<file path="src/rtl/online_seq_checker_r4_if.sv">
// Bus between the sequencer/checker, the test-vector table and the online adder.
// master: the checker. slave: the environment (table, adder, control).
interface online_seq_checker_r4_if #(
  parameter int N         = 6,
  parameter int C         = 3,
  parameter int NUM_TESTS = 8
);
  logic                   start;
  logic [2:0]             testSelect;
  logic [N*C-1:0]         x;
  logic [N*C-1:0]         y;
  logic [(N+1)*C-1:0]     z;
  logic                   adder_clr;
  logic [C-1:0]           xd;
  logic [C-1:0]           yd;
  logic                   dig_valid;
  logic [C-1:0]           zd;
  logic                   mismatch;
  logic                   busy;
  logic                   done;
  logic [3:0]             pass_count;
  logic [NUM_TESTS-1:0]   fail_mask;

  modport master (
    input  start, x, y, z, zd,
    output testSelect, adder_clr, xd, yd, dig_valid, mismatch,
           busy, done, pass_count, fail_mask
  );

  modport slave (
    output start, x, y, z, zd,
    input  testSelect, adder_clr, xd, yd, dig_valid, mismatch,
           busy, done, pass_count, fail_mask
  );
endinterface

</file>
<file path="src/rtl/online_seq_checker_r4.sv">
// Sequencer/checker for the radix-4 online adder: walks every table entry,
// streams x/y digits MSD-first, and compares the serial result against z.
module online_seq_checker_r4 #(
  parameter int N         = 6,
  parameter int C         = 3,
  parameter int LAT       = 2,
  parameter int NUM_TESTS = 8
) (
  input  logic                   clk,
  input  logic                   rst,
  online_seq_checker_r4_if.master bus
);

  typedef enum logic [2:0] {
    S_IDLE   = 3'd0,
    S_LOAD   = 3'd1,
    S_STREAM = 3'd2,
    S_NEXT   = 3'd3,
    S_DONE   = 3'd4
  } state_t;

  // k runs 0..LAT+N inside STREAM
  localparam int KW = $clog2(LAT + N + 1);
  localparam logic [KW-1:0] K_LAT  = KW'(LAT);
  localparam logic [KW-1:0] K_N    = KW'(N);
  localparam logic [KW-1:0] K_LAST = KW'(LAT + N);
  localparam logic [2:0]    T_LAST = 3'(NUM_TESTS - 1);

  state_t                 r_state;
  state_t                 w_next;
  logic [KW-1:0]          r_k;
  logic [N*C-1:0]         r_xs;
  logic [N*C-1:0]         r_ys;
  logic [(N+1)*C-1:0]     r_zs;
  logic                   r_fail;
  logic [2:0]             r_ts;
  logic                   r_done;
  logic [3:0]             r_pass;
  logic [NUM_TESTS-1:0]   r_mask;

  logic                   w_stream;
  logic                   w_cmp;
  logic                   w_mis;

  // Result digits are compared from k=LAT onward; bitwise equality only,
  // so redundant encodings of the same value still count as a failure.
  assign w_stream = (r_state == S_STREAM);
  assign w_cmp    = w_stream && (r_k >= K_LAT);
  assign w_mis    = w_cmp && (bus.zd != r_zs[(N+1)*C-1 -: C]);

  // Operand shift registers fill with zeros, so the flush digits come for free.
  assign bus.xd         = w_stream ? r_xs[N*C-1 -: C] : {C{1'b0}};
  assign bus.yd         = w_stream ? r_ys[N*C-1 -: C] : {C{1'b0}};
  assign bus.dig_valid  = w_stream && (r_k < K_N);
  assign bus.adder_clr  = (r_state == S_LOAD);
  assign bus.mismatch   = w_mis;
  assign bus.busy       = (r_state == S_LOAD) || w_stream || (r_state == S_NEXT);
  assign bus.testSelect = r_ts;
  assign bus.done       = r_done;
  assign bus.pass_count = r_pass;
  assign bus.fail_mask  = r_mask;

  // State register
  always_ff @(posedge clk or posedge rst) begin
    if (rst) begin
      r_state <= S_IDLE;
    end else begin
      r_state <= w_next;
    end
  end

  // Next-state decode
  always_comb begin
    w_next = r_state;
    case (r_state)
      S_IDLE, S_DONE: begin
        if (bus.start) w_next = S_LOAD;
        else           w_next = r_state;
      end
      S_LOAD:   w_next = S_STREAM;
      S_STREAM: begin
        if (r_k == K_LAST) w_next = S_NEXT;
        else               w_next = S_STREAM;
      end
      S_NEXT: begin
        if (r_ts == T_LAST) w_next = S_DONE;
        else                w_next = S_LOAD;
      end
      default:  w_next = S_IDLE;
    endcase
  end

  // Datapath: table latch, digit shifting, per-test verdict and suite summary
  always_ff @(posedge clk or posedge rst) begin
    if (rst) begin
      r_k    <= {KW{1'b0}};
      r_xs   <= {(N*C){1'b0}};
      r_ys   <= {(N*C){1'b0}};
      r_zs   <= {((N+1)*C){1'b0}};
      r_fail <= 1'b0;
      r_ts   <= 3'd0;
      r_done <= 1'b0;
      r_pass <= 4'd0;
      r_mask <= {NUM_TESTS{1'b0}};
    end else begin
      case (r_state)
        S_IDLE, S_DONE: begin
          if (bus.start) begin
            r_ts   <= 3'd0;
            r_pass <= 4'd0;
            r_mask <= {NUM_TESTS{1'b0}};
            r_done <= 1'b0;
          end
        end
        S_LOAD: begin
          r_xs   <= bus.x;
          r_ys   <= bus.y;
          r_zs   <= bus.z;
          r_fail <= 1'b0;
          r_k    <= {KW{1'b0}};
        end
        S_STREAM: begin
          r_xs <= {r_xs[N*C-C-1:0], {C{1'b0}}};
          r_ys <= {r_ys[N*C-C-1:0], {C{1'b0}}};
          if (w_cmp) r_zs <= {r_zs[(N+1)*C-C-1:0], {C{1'b0}}};
          if (w_mis) r_fail <= 1'b1;
          if (r_k != K_LAST) r_k <= r_k + KW'(1);
        end
        S_NEXT: begin
          for (int i = 0; i < NUM_TESTS; i++) begin
            if (r_ts == 3'(i)) r_mask[i] <= r_fail;
          end
          if (!r_fail) r_pass <= r_pass + 4'd1;
          if (r_ts == T_LAST) r_done <= 1'b1;
          else                r_ts   <= r_ts + 3'd1;
        end
        default: begin
          r_k <= {KW{1'b0}};
        end
      endcase
    end
  end

endmodule
</file>
<file path="src/flat_wrapper.sv">
// flat-port wrapper written by rule: the top's interface ports become plain ports
module online_seq_checker_r4_flat 
#(
  parameter int N         = 6,
  parameter int C         = 3,
  parameter int LAT       = 2,
  parameter int NUM_TESTS = 8
)
  (clk, rst, bus_start, bus_x, bus_y, bus_z, bus_zd, bus_testSelect, bus_adder_clr, bus_xd, bus_yd, bus_dig_valid, bus_mismatch, bus_busy, bus_done, bus_pass_count, bus_fail_mask);
  online_seq_checker_r4_if #(.N(N), .C(C), .NUM_TESTS(NUM_TESTS)) bus_i ();
  input  logic clk;
  input  logic rst;
  input wire logic [$bits(bus_i.start)-1:0] bus_start;
  input wire logic [$bits(bus_i.x)-1:0] bus_x;
  input wire logic [$bits(bus_i.y)-1:0] bus_y;
  input wire logic [$bits(bus_i.z)-1:0] bus_z;
  input wire logic [$bits(bus_i.zd)-1:0] bus_zd;
  output wire logic [$bits(bus_i.testSelect)-1:0] bus_testSelect;
  output wire logic [$bits(bus_i.adder_clr)-1:0] bus_adder_clr;
  output wire logic [$bits(bus_i.xd)-1:0] bus_xd;
  output wire logic [$bits(bus_i.yd)-1:0] bus_yd;
  output wire logic [$bits(bus_i.dig_valid)-1:0] bus_dig_valid;
  output wire logic [$bits(bus_i.mismatch)-1:0] bus_mismatch;
  output wire logic [$bits(bus_i.busy)-1:0] bus_busy;
  output wire logic [$bits(bus_i.done)-1:0] bus_done;
  output wire logic [$bits(bus_i.pass_count)-1:0] bus_pass_count;
  output wire logic [$bits(bus_i.fail_mask)-1:0] bus_fail_mask;
  assign bus_i.start = bus_start;
  assign bus_i.x = bus_x;
  assign bus_i.y = bus_y;
  assign bus_i.z = bus_z;
  assign bus_i.zd = bus_zd;
  assign bus_testSelect = bus_i.testSelect;
  assign bus_adder_clr = bus_i.adder_clr;
  assign bus_xd = bus_i.xd;
  assign bus_yd = bus_i.yd;
  assign bus_dig_valid = bus_i.dig_valid;
  assign bus_mismatch = bus_i.mismatch;
  assign bus_busy = bus_i.busy;
  assign bus_done = bus_i.done;
  assign bus_pass_count = bus_i.pass_count;
  assign bus_fail_mask = bus_i.fail_mask;
  online_seq_checker_r4 #(.N(N), .C(C), .LAT(LAT), .NUM_TESTS(NUM_TESTS)) u_core (.clk(clk), .rst(rst), .bus(bus_i));
endmodule
</file>
<file path="config.mk">
export PLATFORM = sky130hd
export DESIGN_NAME = online_seq_checker_r4_flat
export DESIGN_NICKNAME = d
export VERILOG_FILES = /design/src/rtl/online_seq_checker_r4_if.sv /design/src/rtl/online_seq_checker_r4.sv /design/src/flat_wrapper.sv
export SDC_FILE = /design/constraint.sdc
export NUM_CORES = 1
export LEC_CHECK = 0
export ABC_CLOCK_PERIOD_IN_PS = 4900
export CAP_MARGIN = 30
export CORE_ASPECT_RATIO = 1.75
export CORE_UTILIZATION = 35
export DETAILED_ROUTE_END_ITERATION = 6
export DONT_BUFFER_PORTS = 1
export PLACE_DENSITY = 0.5
export SYNTH_ARGS = -nofsm -noshare
export SYNTH_HDL_FRONTEND = slang
export SYNTH_SLANG_ARGS = --single-unit
</file>
<file path="constraint.sdc">
create_clock -name clk -period 4.9 [get_ports clk]
set_input_delay 0.98 -clock clk [delete_from_list [all_inputs] [get_ports clk]]
set_output_delay 0.98 -clock clk [all_outputs]
set_load 0.01 [all_outputs]
</file>
Word-level counts from Yosys, hierarchy flattened:

Cells that the tools add are included.

* bitwise gates (word level): 1
* add/subtract/negate cells: 3
* multiplexer cells: 33
* $lt $le $gt $ge: 2
* reductions and logical operators: 24
* equality and inequality tests: 28

Operators by type and width (count)
* 18-bit one-hot mux with 2 select lines: 2
* 21-bit one-hot mux with 2 select lines: 1
* 3-bit AND reduction: 10
* 2-bit != test, second input constant: 14
* 21-bit 2-to-1 mux: 1
* 3-bit 2-to-1 mux: 6
* 4-bit one-hot mux with 2 select lines: 2
* 8-bit one-hot mux with 2 select lines: 1
* 3-bit equality test, second input constant: 5
* 3-bit by 2-bit equality test with 1-bit output, second input constant: 4
* 1-bit 2-to-1 mux: 12
* 4-bit 2-to-1 mux: 3
* 3-bit one-hot mux with 4 select lines: 1
* 4-bit by 1-bit adder with 4-bit output, second input constant: 2
* 8-bit 2-to-1 mux: 1
* 3-bit by 1-bit equality test with 1-bit output, second input constant: 2
* 3-bit zero test: 2
* 3-bit one-hot mux with 2 select lines: 1
* 2-bit AND reduction: 3
* 4-bit equality test, second input constant: 1
* 4-bit by 2-bit greater-or-equal comparator with 1-bit output, second input constant: 1
* 4-bit by 3-bit < comparator with 1-bit output, second input constant: 1
* 4-bit != test, second input constant: 1
* 1-bit one-hot mux with 2 select lines: 2
* 8 further kinds: 12

* word-level logic and storage cells: 108
* bits in registers: 81
* bits of input ports: 63

Longest topological paths before layout:

Gate-level depths: netlist of run 1.

* word-level depth: 5
* gate-level depth with buffers: 9
* mapped depth without buffers: 6

Worst setup path before layout of run 1:

No wires, ideal clock.

* kind: in2out
* start: input bus_zd[2]
* end: output bus_mismatch
* path buffers: 0
* stages on the path: 2
* arrival time: 1550 ps
* required time: 3920 ps
* path slack: 2370 ps
* path through: xnor2_1 a311oi_1

* longest elaborated chain between the ends: 2

Ends and longest elaborated chain
* from (decl): RTL line flat_wrapper.sv:17 `input wire logic [$bits(bus_i.zd)-1:0] bus_zd;`
* 3-bit != test: RTL line online_seq_checker_r4.sv:49 `assign w_mis = w_cmp && (bus.zd != r_zs[(N+1)*C-1 -: C]);`
* 1-bit logical AND: RTL line online_seq_checker_r4.sv:49
* to (decl): RTL line flat_wrapper.sv:23 `output wire logic [$bits(bus_i.mismatch)-1:0] bus_mismatch;`

No other way between the ends.

Worst setup path after layout of run 1:

* start: register u_core.r_state[1]
* end: output bus_mismatch

* longest elaborated chain between the ends: 3

Ends and longest elaborated chain
* from (decl): RTL line online_seq_checker_r4.sv:29 `state_t r_state;`
* from (signal assigned): RTL line online_seq_checker_r4.sv:68 `r_state <= w_next;`
* 3-bit by 2-bit equality test with 1-bit output: RTL line online_seq_checker_r4.sv:47 `assign w_stream = (r_state == S_STREAM);`
* 1-bit logical AND: RTL line online_seq_checker_r4.sv:48 `assign w_cmp = w_stream && (r_k >= K_LAT);`
* 1-bit logical AND: RTL line online_seq_checker_r4.sv:49

No other way between the ends.

==> results.md, run 1 <==
* Antenna violations before repair at 0
* Top cells by area, synth: sky130_fd_sc_hd__dfrtp_1 (54%), sky130_fd_sc_hd__nor2_1 (8.4%), sky130_fd_sc_hd__nand2_1 (6.1%)
* Mean post-synth cell area at 9.30 sq um
* Starting DRC count in detailed routing at 102
* Cell area after synthesis at ~3800 sq um
* Most instantiated flip-flop cell in the synthesis netlist: sky130_fd_sc_hd__dfrtp_1
* Initial core utilization at 36.3%
* HPWL Detailed at 6100 um
* Critical Path Start Type: register
* Buffer cell driving the clock tree root: sky130_fd_sc_hd__clkbuf_16
* Synth area leader: sky130_fd_sc_hd__dfrtp_1
* Class of the tightest hold or removal check: in -> async
* Multiplexer share of the synthesized area at 0.798%
* Multi-input gate area in the final layout at 1550 sq um
* Detailed Route WL at ~8900 um
* Post-route ant nets at 0
* Tot GR Track Use at 17.4%
* Peak supply drop at slightly below 0.3 mV
* Final period demand of the worst path at 3.47 ns
* Simple-gate share of the synthesized area at around a fifth
* Pins over their slew limit at 0
* Net count of the finished layout at roughly 470
* Distinct cell type count after synthesis at 42
* Portion of synthesized cell area occupied by the leading cell type at a little over half
* Number of antenna diodes at 0
* Count of standard-cell rows at ~50
* DRC viols at 0
* RSZ-0062 raised after global routing: false
* Count of vias placed by the detailed router at 2,844
* Req. time, crit path at 3.92 ns
* Clock-pin transition on the worst setup and hold timing paths at roughly 0.060 ns
* Static leakage at 1.81 nW
* # setup viols final at 0
* Compound-Gate Fraction of Synth Area at 15.3%
* CTS HTree Levels at 3
* Via count of the first global-routing pass at approximately 2,900
* Via/cell ratio at approximately 5.4
* Die Ht at 139 um
* Worst skew pair latency at around 0.33 ns
* Adder and majority cell fraction of the synthesized area at ~3.0%
* Total nets after synthesis at roughly 480
* Final sum of negative setup slack at 0 ns
* Worst Path Max Fanout at 52
* Synthesis warning total at 0
* Util after Layout at about 40%
* Fraction of the yosys area taken by sequential cells at 53.8%
* Post-CTS setup buffer count at 0
* Total power density per cell area at 722 nW/um^2
* Hold_ws at 0.470 ns
* Number of buffers on the longest clock path at 2
* Clock tree from TritonCTS: built
* Type of the setup path with the least slack: reg -> out
* Slew at the pin closest to its max-slew limit at 0.799 ns
* Count of flip-flops with a built-in enable after synthesis at 0
* Overflow left after global routing at 0
* Overall Power at 2.99 mW
* Headroom to the max-slew limit at 46.5%
* Arrival time worst endpoint at 2.49 ns
* Final setup skew at about 0.0055 ns
* Max-cap violations at 0
* Critical Path Sink Type: output pin
* Post-CTS Resized at 0
* Final clock period utilization by the worst path at 70.8%
* Cts bufs inserted at 9
* # port buffers at 0
* Filler cell count at around 1,100
* Xor/xnor cell area share of the yosys netlist at 0.698%
* Result of the run: completed
* Core area at 10,400 sq um
* First-pass GRT wire length at 14,800 um
* Max frequency at ~290 MHz
* Final estimated routing congestion in global placement at just over 0.7
* Number of sinks handled by clock tree synthesis at 81
* Wire per inst at 17.0 um
* Share of synthesized registers carrying an async set or reset at 100%
* Cts-stage hold buffer count at 0
* Overall die width at about 80 um
* First-pass DRT Iterations at 4
* Number of I/O pins at 89
* Synth-to-layout area growth at 9.97%
* Number of instances in the synthesized netlist at 405
* Area of all sequential standard cells at just over 2000 sq um
* Die Outline Area at 11,200 sq um
* Number of storage elements in the synthesis netlist at ~80
* Pin count of the biggest net entering global routing at 53
* Number of failing hold endpoints at the final stage at 0
* Fraction of layout instances using a drive strength above 1 at 7.56%
* Combinational family with the most area after synthesis: simple AND/OR/NAND/NOR gates
[layout by cell type (no fill, tap or decap), types with 2 or more instances in the layout]
| cell type | Yosys | routed |
|---|---|---|
| sky130_fd_sc_hd__nor2_1 | 84 | 84 |
| sky130_fd_sc_hd__dfrtp_1 | 81 | 81 |
| sky130_fd_sc_hd__nand2_1 | 61 | 61 |
| sky130_fd_sc_hd__o22ai_1 | 30 | 30 |
| sky130_fd_sc_hd__a31oi_1 | 19 | 19 |
| sky130_fd_sc_hd__o21ai_0 | 10 | 10 |
| sky130_fd_sc_hd__inv_1 | 10 | 9 |
| sky130_fd_sc_hd__a22o_1 | 9 | 9 |
| sky130_fd_sc_hd__ha_1 | 9 | 9 |
| sky130_fd_sc_hd__clkbuf_16 | 0 | 9 |
| sky130_fd_sc_hd__and3_1 | 8 | 8 |
| sky130_fd_sc_hd__and2_1 | 6 | 6 |
| sky130_fd_sc_hd__a21oi_1 | 5 | 5 |
| sky130_fd_sc_hd__nand4_1 | 5 | 5 |
| sky130_fd_sc_hd__o211ai_1 | 4 | 4 |
| sky130_fd_sc_hd__mux2i_1 | 3 | 3 |
| sky130_fd_sc_hd__xnor2_1 | 3 | 3 |
| sky130_fd_sc_hd__clkinv_2 | 0 | 3 |
| sky130_fd_sc_hd__nand3_1 | 3 | 3 |
| sky130_fd_sc_hd__a31o_2 | 3 | 3 |
| sky130_fd_sc_hd__buf_4 | 5 | 3 |
| sky130_fd_sc_hd__and3b_1 | 2 | 2 |
| sky130_fd_sc_hd__nor3b_1 | 2 | 2 |
| sky130_fd_sc_hd__inv_2 | 2 | 2 |
| sky130_fd_sc_hd__nand3b_1 | 2 | 2 |
| sky130_fd_sc_hd__clkbuf_8 | 0 | 2 |
[worst max-delay path, cell delays in order, from the launching register on]
cell and delay, ns:
sky130_fd_sc_hd__dfrtp_1 0.65, sky130_fd_sc_hd__or3b_2 0.48, sky130_fd_sc_hd__buf_4 0.32, sky130_fd_sc_hd__a311oi_1 0.70
[metrics by stage]
step                      cell area [sq um]  setup WS (ns)  std cells
after detailed placement               3840           1.73        509
after floorplan                        3760           1.84        405
final                                  4140           1.43        524
after global routing                   4140           1.25        524
after global placement                 3810           1.76        507
after CTS                              4140           1.35        524
[per-layer routing]
| metal | up-vias | share of wire (%) | track usage (%) |
|---|---|---|---|
| met2 | 71 | 52 | 29.4 |
| li1 | 1370 | - | - |
| met4 | 0 | 2.8 | 7.99 |
| met1 | 1386 | 40 | 20.1 |
| met5 | - | 0 | 0 |
| met3 | 17 | 4.9 | 4.41 |
[cells in the mapped netlist (all sizes together), types with 5 or more instances]
cell,instances
nor2,85
dfrtp,81
nand2,61
o22ai,30
a31oi,19
buf,16
clkbuf,12
inv,12
o21ai,11
a22o,9
ha,9
and3,8
and2,6
a21oi,5
nand4,5
[layout make-up]
type	count	area share [%]
Sequential cell	81	49.0
Multi-Input combinational cell	284	37.5
Clock buffer	12	6.20
Tap cell	127	3.84
Timing Repair Buffer	5	1.39
Inverter	12	1.12
Clock inverter	3	0.967
[cells by family (layout without fill, tap and decap cells)]
family          count (synthesis)  count (layout)
fa+ha+maj                       9               9
mux                             3               3
flops                          81              81
compound gates                 86              86
xor+xnor                        3               3
simple gates                  183             183
buf+inv                        40              32
[power by group]
part	total, mW	switching (mW)	internal, mW
sequential	1.21	0.245	0.964
clock	0.672	0.254	0.418
combinational	1.11	0.687	0.421
total	2.99	1.19	1.80
[path summary, 6_finish.rpt]
path | start | endpoint | slack [ns] | depth (start not counted)
min in group clk | u_core.r_xs[16] | u_core.r_xs[16] | 0.50 | 2
worst max-delay path | u_core.r_state[1] | bus_mismatch | 1.43 | 3
worst max register to register | u_core.r_state[1] | u_core.r_zs[11] | 2.38 | 5
worst min register to register | u_core.r_xs[16] | u_core.r_xs[16] | 0.50 | 2
worst min-delay path | rst | u_core.r_xs[5] | 0.47 | 1
max in group asynchronous | rst | u_core.r_zs[20] | 3.47 | 3
[flip-flops by register name, indices dropped and copies added, names as in the netlist]
register / flops
u_core.bus.testSelect: 3
u_core.bus.pass_count: 4
u_core.r_state: 3
u_core.r_zs: 21
u_core.r_fail: 1
u_core.r_k: 4
u_core.bus.done: 1
u_core.bus.fail_mask: 8
u_core.r_xs: 18
u_core.r_ys: 18
Power figures use the tool's default switching activity.
==> inputs of run 2 (changes only) <==
--- a/config.mk
+++ b/config.mk
@@ -5,7 +5,7 @@
 export SDC_FILE = /design/constraint.sdc
 export NUM_CORES = 1
 export LEC_CHECK = 0
-export ABC_CLOCK_PERIOD_IN_PS = 4900
+export ABC_CLOCK_PERIOD_IN_PS = 3600
 export CAP_MARGIN = 30
 export CORE_ASPECT_RATIO = 1.75
 export CORE_UTILIZATION = 35
==> constraint.sdc (replaced) <==
create_clock -name clk -period 3.6 [get_ports clk]
set_input_delay 0.72 -clock clk [delete_from_list [all_inputs] [get_ports clk]]
set_output_delay 0.72 -clock clk [all_outputs]
set_load 0.01 [all_outputs]
==> run 2 against run 1 <==
Compared with the run above:
- worst hold slack worse by 0.074 ns
- sequential share of layout area increased by 0.31 points
- via count is 2.0% lower
- utilization fell by 0.25 points
- critical path type unchanged
- largest cell class unchanged
- highest routed layer unchanged
==> results.md, run 2 (synthesis gave the netlist of run 1 again) <==
* Slew at the pin closest to its max-slew limit at 0.810 ns (+0.0102 ns)
* Number of sinks handled by clock tree synthesis at 81 (unchanged)
* Arrival time worst endpoint at 2.33 ns (-0.16 ns)
* Initial core utilization at 36.3% (unchanged)
* # port buffers at 0 (unchanged)
* Critical path capture point: bus_mismatch
* Net count of the finished layout at 465 (unchanged)
* Hold_ws at 0.396 ns (-0.0741 ns)
* WL met3 at 487 um (+11%)
* Req. time, crit path at 2.88 ns (-1.04 ns)
* Beginning of the critical path: u_core.r_state[1]
* First-pass GRT wire length at 14,300 um (-2.9%)
* WL met1 at 3470 um (-3.1%)
* Die Outline Area at 11,200 sq um (unchanged)
* Via/cell ratio at 5.31 (-2.2%)
* Multi-input gate area in the final layout at 1550 sq um (unchanged)
* Core area at 10,400 sq um (unchanged)
* Delay contributed by the slowest stage of the critical path at 0.70 ns (about the same)
* Tot GR Track Use at 17.0% (-0.40 points)
* Post-CTS Resized at 0 (unchanged)
* Post-Layout Cell Count at 525 (+0.19%)
* RSZ-0062 raised after global routing: false
* Detailed Route WL at 8900 um (-0.31%)
* Pins over their slew limit at 0 (unchanged)
* Die Ht at 139 um (unchanged)
* Max frequency at 328 MHz
* Cell count along the critical path at 2 (-1)
* Worst R2R Start: u_core.r_state[1]
* Buffer cell driving the clock tree root: sky130_fd_sc_hd__clkbuf_16
* Worst Path Max Fanout at 19 (-63%)
* Highest-count cells in the layout ignoring fill and taps: sky130_fd_sc_hd__nor2_1 (84), sky130_fd_sc_hd__dfrtp_1 (81), sky130_fd_sc_hd__nand2_1 (61)
* Final period demand of the worst path at 3.05 ns
* Number of antenna diodes at 0 (unchanged)
* Number of I/O pins at 89 (unchanged)
* Cts-stage hold buffer count at 0 (unchanged)
* Cts bufs inserted at 9 (unchanged)
* Total power density per cell area at 982 nW/um^2 (+36%)
* Starting DRC count in detailed routing at 117 (+15%)
* Cell depth of the worst flop-to-flop path at 4 (-1)
* Headroom to the max-slew limit at 46.0% (-0.54 points)
* Number of failing hold endpoints at the final stage at 0 (unchanged)
* Type of the setup path with the least slack: reg -> out
* Final sum of negative setup slack at 0 ns (unchanged)
* Overall die width at 80.4 um (unchanged)
* Count of vias placed by the detailed router at 2,787 (-2.0%)
* Critical path's top delay family: simple AND/OR/NAND/NOR gates
* Worst path slowest cell: sky130_fd_sc_hd__or3b_2
* Class of the tightest hold or removal check: in -> async
* Leading cell type in the layout, fill and taps excluded: sky130_fd_sc_hd__nor2_1
* Post-route ant nets at 0 (unchanged)
* CTS HTree Levels at 3 (unchanged)
* Cell count after placement at 509 (unchanged)
* Fraction of layout instances using a drive strength above 1 at 7.29% (-0.27 points)
* Register bank with the most flops: u_core.r_zs
* HPWL Detailed at 6170 um (+1.1%)
* Clock-pin transition on the worst setup and hold timing paths at 0.06 ns (about the same)
* Pin count of the biggest net entering global routing at 47 (-11%)
* Critical Path Start Type: register
* Filler cell count at 1,050 (-0.19%)
* Critical Path Sink Type: output pin
* Worst skew pair latency at 0.33 ns (about the same)
* Max-cap violations at 0 (unchanged)
* Buffers and inverters on the worst path at 0 (-1)
* Highest Signal Layer: met4
* Critical R2R Capture: u_core.r_zs[8]
* Final clock period utilization by the worst path at a little over four fifths
* Area of all sequential standard cells at 2030 sq um (unchanged)
* R2R Setup Slk at 1.18 ns (-1.20 ns)
* Number of buffers on the longest clock path at 2 (unchanged)
* Final estimated routing congestion in global placement at 0.724 (about the same)
* Count of standard-cell rows at 49 (unchanged)
* Result of the run: completed
* Top flop regs: u_core.r_zs: 21 flops, u_core.r_xs: 18 flops, u_core.r_ys: 18 flops
* Overflow left after global routing at 0 (unchanged)
* Routed length on met2 at 4790 um (+2.9%)
* Clock tree from TritonCTS: built
* DRC viols at 0 (unchanged)
* Flip-flop count of the largest register, all copies and words added at 21 (unchanged)
* Peak supply drop at 0.383 mV (+32%)
* # setup viols final at 0 (unchanged)
* Post-CTS setup buffer count at 0 (unchanged)
* Critical path cell sequence: or3b_2 > a311oi_1
* Via count of the first global-routing pass at 2,855 (-2.6%)
* Synth-to-layout area growth at 9.27%
* Antenna violations before repair at 0 (unchanged)
* Wire per inst at 17.0 um (-0.50%)
* First-pass DRT Iterations at 4 (unchanged)
* Final setup skew at 0.00413 ns (-0.00134 ns)
* Static leakage at 1.80 nW (-0.64%)
* Overall Power at 4.04 mW (+35%)
## run 2: changes by cell type in the layout (fill, tap and decap cells not counted)
cell                       previous run  this run
sky130_fd_sc_hd__buf_4                3         5
sky130_fd_sc_hd__clkbuf_1             1         3
sky130_fd_sc_hd__buf_12               1         0
sky130_fd_sc_hd__buf_8                1         0
sky130_fd_sc_hd__clkbuf_8             2         1
## run 2: layout make-up
class	instances	area share [%]
Sequential cell	81	49.3
Tap cell	127	3.86
Clock inverter	3	0.973
Timing Repair Buffer	5	0.912
Clock buffer	13	6.08
Multi-Input combinational cell	284	37.8
Inverter	12	1.13
## run 2: worst min path at each step
| stage | from | endpoint | slack [ns] | cells after the start |
|---|---|---|---|---|
| 2_1_floorplan | u_core.r_ys[16] | u_core.r_ys[16] | 0.46 | 2 |
| 3_3_place_gp | u_core.r_ys[17] | u_core.r_ys[17] | 0.47 | 2 |
| 3_5_place_dp | u_core.r_ys[17] | u_core.r_ys[17] | 0.48 | 2 |
| 4_1_cts | rst | u_core.r_k[3] | 0.42 | 1 |
| 5_1_grt | rst | u_core.r_xs[14] | 0.46 | 1 |
| 6_report | rst | u_core.r_xs[7] | 0.40 | 1 |
## run 2: routing by layer
| layer | track usage [%] | up-vias |
|---|---|---|
| li1 | - | 1373 |
| met1 | 19.2 | 1331 |
| met2 | 29.5 | 72 |
| met3 | 4.93 | 11 |
| met4 | 6.30 | 0 |
| met5 | 0 | - |
## run 2: through the flow
step | utilization, % | setup WS, ns | cell area (sq um)
CTS | 39.7 | 0.526 | 4110
detailed placement | 36.9 | 0.901 | 3820
global placement | 36.9 | 0.938 | 3820
global route | 39.7 | 0.452 | 4110
finish | 39.7 | 0.548 | 4110
floorplan | - | 0.800 | 3760
## run 2: power by group
group          total [mW]  switching [mW]  internal [mW]
Sequential           1.64           0.328           1.31
Clock               0.905           0.350          0.555
Combinational        1.50           0.934          0.563
Total                4.04            1.61           2.43
==> inputs of run 3 (changes only) <==
--- a/config.mk
+++ b/config.mk
@@ -5,7 +5,7 @@
 export SDC_FILE = /design/constraint.sdc
 export NUM_CORES = 1
 export LEC_CHECK = 0
-export ABC_CLOCK_PERIOD_IN_PS = 3600
+export ABC_CLOCK_PERIOD_IN_PS = 3000
 export CAP_MARGIN = 30
 export CORE_ASPECT_RATIO = 1.75
 export CORE_UTILIZATION = 35
==> constraint.sdc (replaced) <==
create_clock -name clk -period 3 [get_ports clk]
set_input_delay 0.6 -clock clk [delete_from_list [all_inputs] [get_ports clk]]
set_output_delay 0.6 -clock clk [all_outputs]
set_load 0.01 [all_outputs]
==> run 3 against run 2 <==
Compared with the run above:
- cell area up 2.8%
- cell count up 0.38%
- sequential power up 20%
- combinational power up 22%
- power up 28%
- non-clock buffer count up 2
- routed wire length down 1.1%
- clock skew up 0.0011 ns
- setup slack worse by 0.35 ns
==> results.md, run 3 (synthesis gave the netlist of run 1 again) <==
* Cell count after placement at 511 (+0.39%)
* Final estimated routing congestion in global placement at 0.731 (+0.90%)
* Final period demand of the worst path at about 2.8 ns
* Clock tree from TritonCTS: built
* CTS HTree Levels at 3 (unchanged)
* Die Outline Area at 11,200 sq um (unchanged)
* Top flop regs: u_core.r_zs: 21 flops, u_core.r_xs: 18 flops, u_core.r_ys: 18 flops
* Critical Path Start Type: register
* # setup viols final at 0 (unchanged)
* Post-CTS setup buffer count at 0 (unchanged)
* Die Ht at 139 um (unchanged)
* Util after Layout at 40.8% (+1.1 points)
* Req. time, crit path at 2.40 ns (-0.48 ns)
* Arrival time worst endpoint at 2.20 ns (-0.13 ns)
* Core area at 10,400 sq um (unchanged)
* Number of antenna diodes at 0 (unchanged)
* Fraction of layout instances using a drive strength above 1 at 8.50% (+1.2 points)
* Buffer cell driving the clock tree root: sky130_fd_sc_hd__clkbuf_16
* Cts-stage hold buffer count at 0 (unchanged)
* Peak supply drop at 0.574 mV (+50%)
* Detailed Route WL at 8810 um (-1.1%)
* RSZ-0062 raised after global routing: false
* Max frequency at 357 MHz
* Highest-count cells in the layout ignoring fill and taps: sky130_fd_sc_hd__nor2_1 (84), sky130_fd_sc_hd__dfrtp_1 (81), sky130_fd_sc_hd__nand2_1 (61)
* Final sum of negative setup slack at 0 ns (unchanged)
* Pin count of the biggest net entering global routing at 42 (-11%)
* Post-route ant nets at 0 (unchanged)
* # port buffers at 0 (unchanged)
* Antenna violations before repair at 0 (unchanged)
* Pins over their slew limit at 0 (unchanged)
* Overflow left after global routing at 0 (unchanged)
* Cts bufs inserted at 9 (unchanged)
* Overall die width at 80.4 um (unchanged)
* Number of I/O pins at 89 (unchanged)
* Net count of the finished layout at 467 (+0.43%)
* Final setup skew at 0.00522 ns (+0.00109 ns)
* Final clock period utilization by the worst path at 93.5%
* Headroom to the max-slew limit at 50.9% (+5.0 points)
* Worst Path Max Fanout at 19 (unchanged)
* Type of the setup path with the least slack: reg -> out
* Initial core utilization at 36.3% (unchanged)
* Synth-to-layout area growth at 12.3%
* First-pass DRT Iterations at 7 (+3)
* Count of vias placed by the detailed router at 2,806 (+0.68%)
* Slew at the pin closest to its max-slew limit at 0.735 ns (-0.0746 ns)
* First-pass GRT wire length at 14,400 um (+0.33%)
* Leading cell type in the layout, fill and taps excluded: sky130_fd_sc_hd__nor2_1
* Number of sinks handled by clock tree synthesis at 81 (unchanged)
* HPWL Detailed at 6120 um (-0.80%)
* Via count of the first global-routing pass at 2,874 (+0.67%)
* Result of the run: completed
* Number of failing hold endpoints at the final stage at 0 (unchanged)
* Tot GR Track Use at 17.2% (+0.17 points)
* Post-CTS Resized at 0 (unchanged)
* Critical path cell sequence: or3b_2 > a211oi_1 > buf_4
* Post-Layout Cell Count at 527 (+0.38%)
* Worst skew pair latency at 0.34 ns (about the same)
* Wire per inst at 16.7 um (-1.4%)
* Flip-flop count of the largest register, all copies and words added at 21 (unchanged)
* Total power density per cell area at 1220 nW/um^2 (+24%)
* Max-cap violations at 0 (unchanged)
* Via/cell ratio at 5.32 (+0.30%)
* Class of the tightest hold or removal check: in -> async
* Critical Path Sink Type: output pin
* Register bank with the most flops: u_core.r_zs
* Clock-pin transition on the worst setup and hold timing paths at 0.06 ns (about the same)
* Starting DRC count in detailed routing at 93 (-21%)
* DRC viols at 0 (unchanged)
* Static leakage at 1.86 nW (+3.2%)
* Number of buffers on the longest clock path at 2 (unchanged)
* Delay contributed by the slowest stage of the critical path at 0.71 ns (about the same)
* Count of standard-cell rows at 49 (unchanged)
* Worst path slowest cell: sky130_fd_sc_hd__or3b_2
## run 3: cell types whose count changed in the layout (fill, tap and decap cells not counted)
cell,delta
sky130_fd_sc_hd__bufinv_16,+3
sky130_fd_sc_hd__clkbuf_1,-3
sky130_fd_sc_hd__clkbuf_8,+1
sky130_fd_sc_hd__buf_12,+1
sky130_fd_sc_hd__clkinv_2,-1
sky130_fd_sc_hd__buf_4,+1
## run 3: final timing paths
kind	start	end	slack, ns	depth (start not counted)
max	u_core.r_state[1]	bus_dig_valid	0.20	3
min in group clk	bus_start	u_core.r_state[2]	0.34	1
max in group asynchronous	rst	u_core.r_ys[11]	2.08	2
max reg2reg	u_core.r_state[1]	u_core.r_zs[6]	0.79	5
min reg2reg	u_core.r_ys[17]	u_core.r_ys[17]	0.49	2
min	rst	u_core.r_xs[11]	0.24	1
## run 3: power by group
part | leakage, nW | internal [mW] | switching (mW)
combinational | 0.701 | 0.704 | 1.13
clock | 0.186 | 0.941 | 0.428
sequential | 0.969 | 1.57 | 0.390
## run 3: area by class of cell
type | instances | area (sq um)
Clock inverter | 5 | 125
Inverter | 12 | 46.3
Clock buffer | 11 | 253
Fill cell | 1051 | 6130
Timing Repair Buffer | 7 | 65.1
Multi-Input combinational cell | 284 | 1550
Tap cell | 127 | 159
Sequential cell | 81 | 2030
## run 3: layer usage
layer | vias to the layer above | track usage [%] | wire length (um) | part of all wire [%]
met5 | - | 0 | 0 | 0
met4 | 0 | 8.93 | 245 | 2.8
met3 | 14 | 4.34 | 456 | 5.2
met2 | 77 | 29.0 | 4690 | 53
met1 | 1343 | 19.4 | 3410 | 39
li1 | 1372 | - | - | -
## run 3: critical path, delay by kind of cell (launching register included)
family | cells | cell delay, ns
AOI/OAI and AO/OA | 1 | 0.33
buffers and inverters | 1 | 0.18
DFF | 1 | 0.65
and+or+nand+nor | 1 | 0.71
## run 3: metrics by stage
| stage | area (sq um) | hold WS [ns] | worst slack (ns) | total power [mW] |
|---|---|---|---|---|
| 2_1_floorplan | 3760 | 0.457 | 0.320 | 3.47 |
| 3_3_place_gp | 3850 | 0.472 | 0.495 | 3.79 |
| 3_5_place_dp | 3850 | 0.484 | 0.515 | 3.84 |
| 4_1_cts | 4230 | 0.278 | 0.139 | 5.24 |
| 5_1_grt | 4230 | 0.306 | 0.0884 | 5.59 |
| 6_report | 4230 | 0.244 | 0.195 | 5.17 |
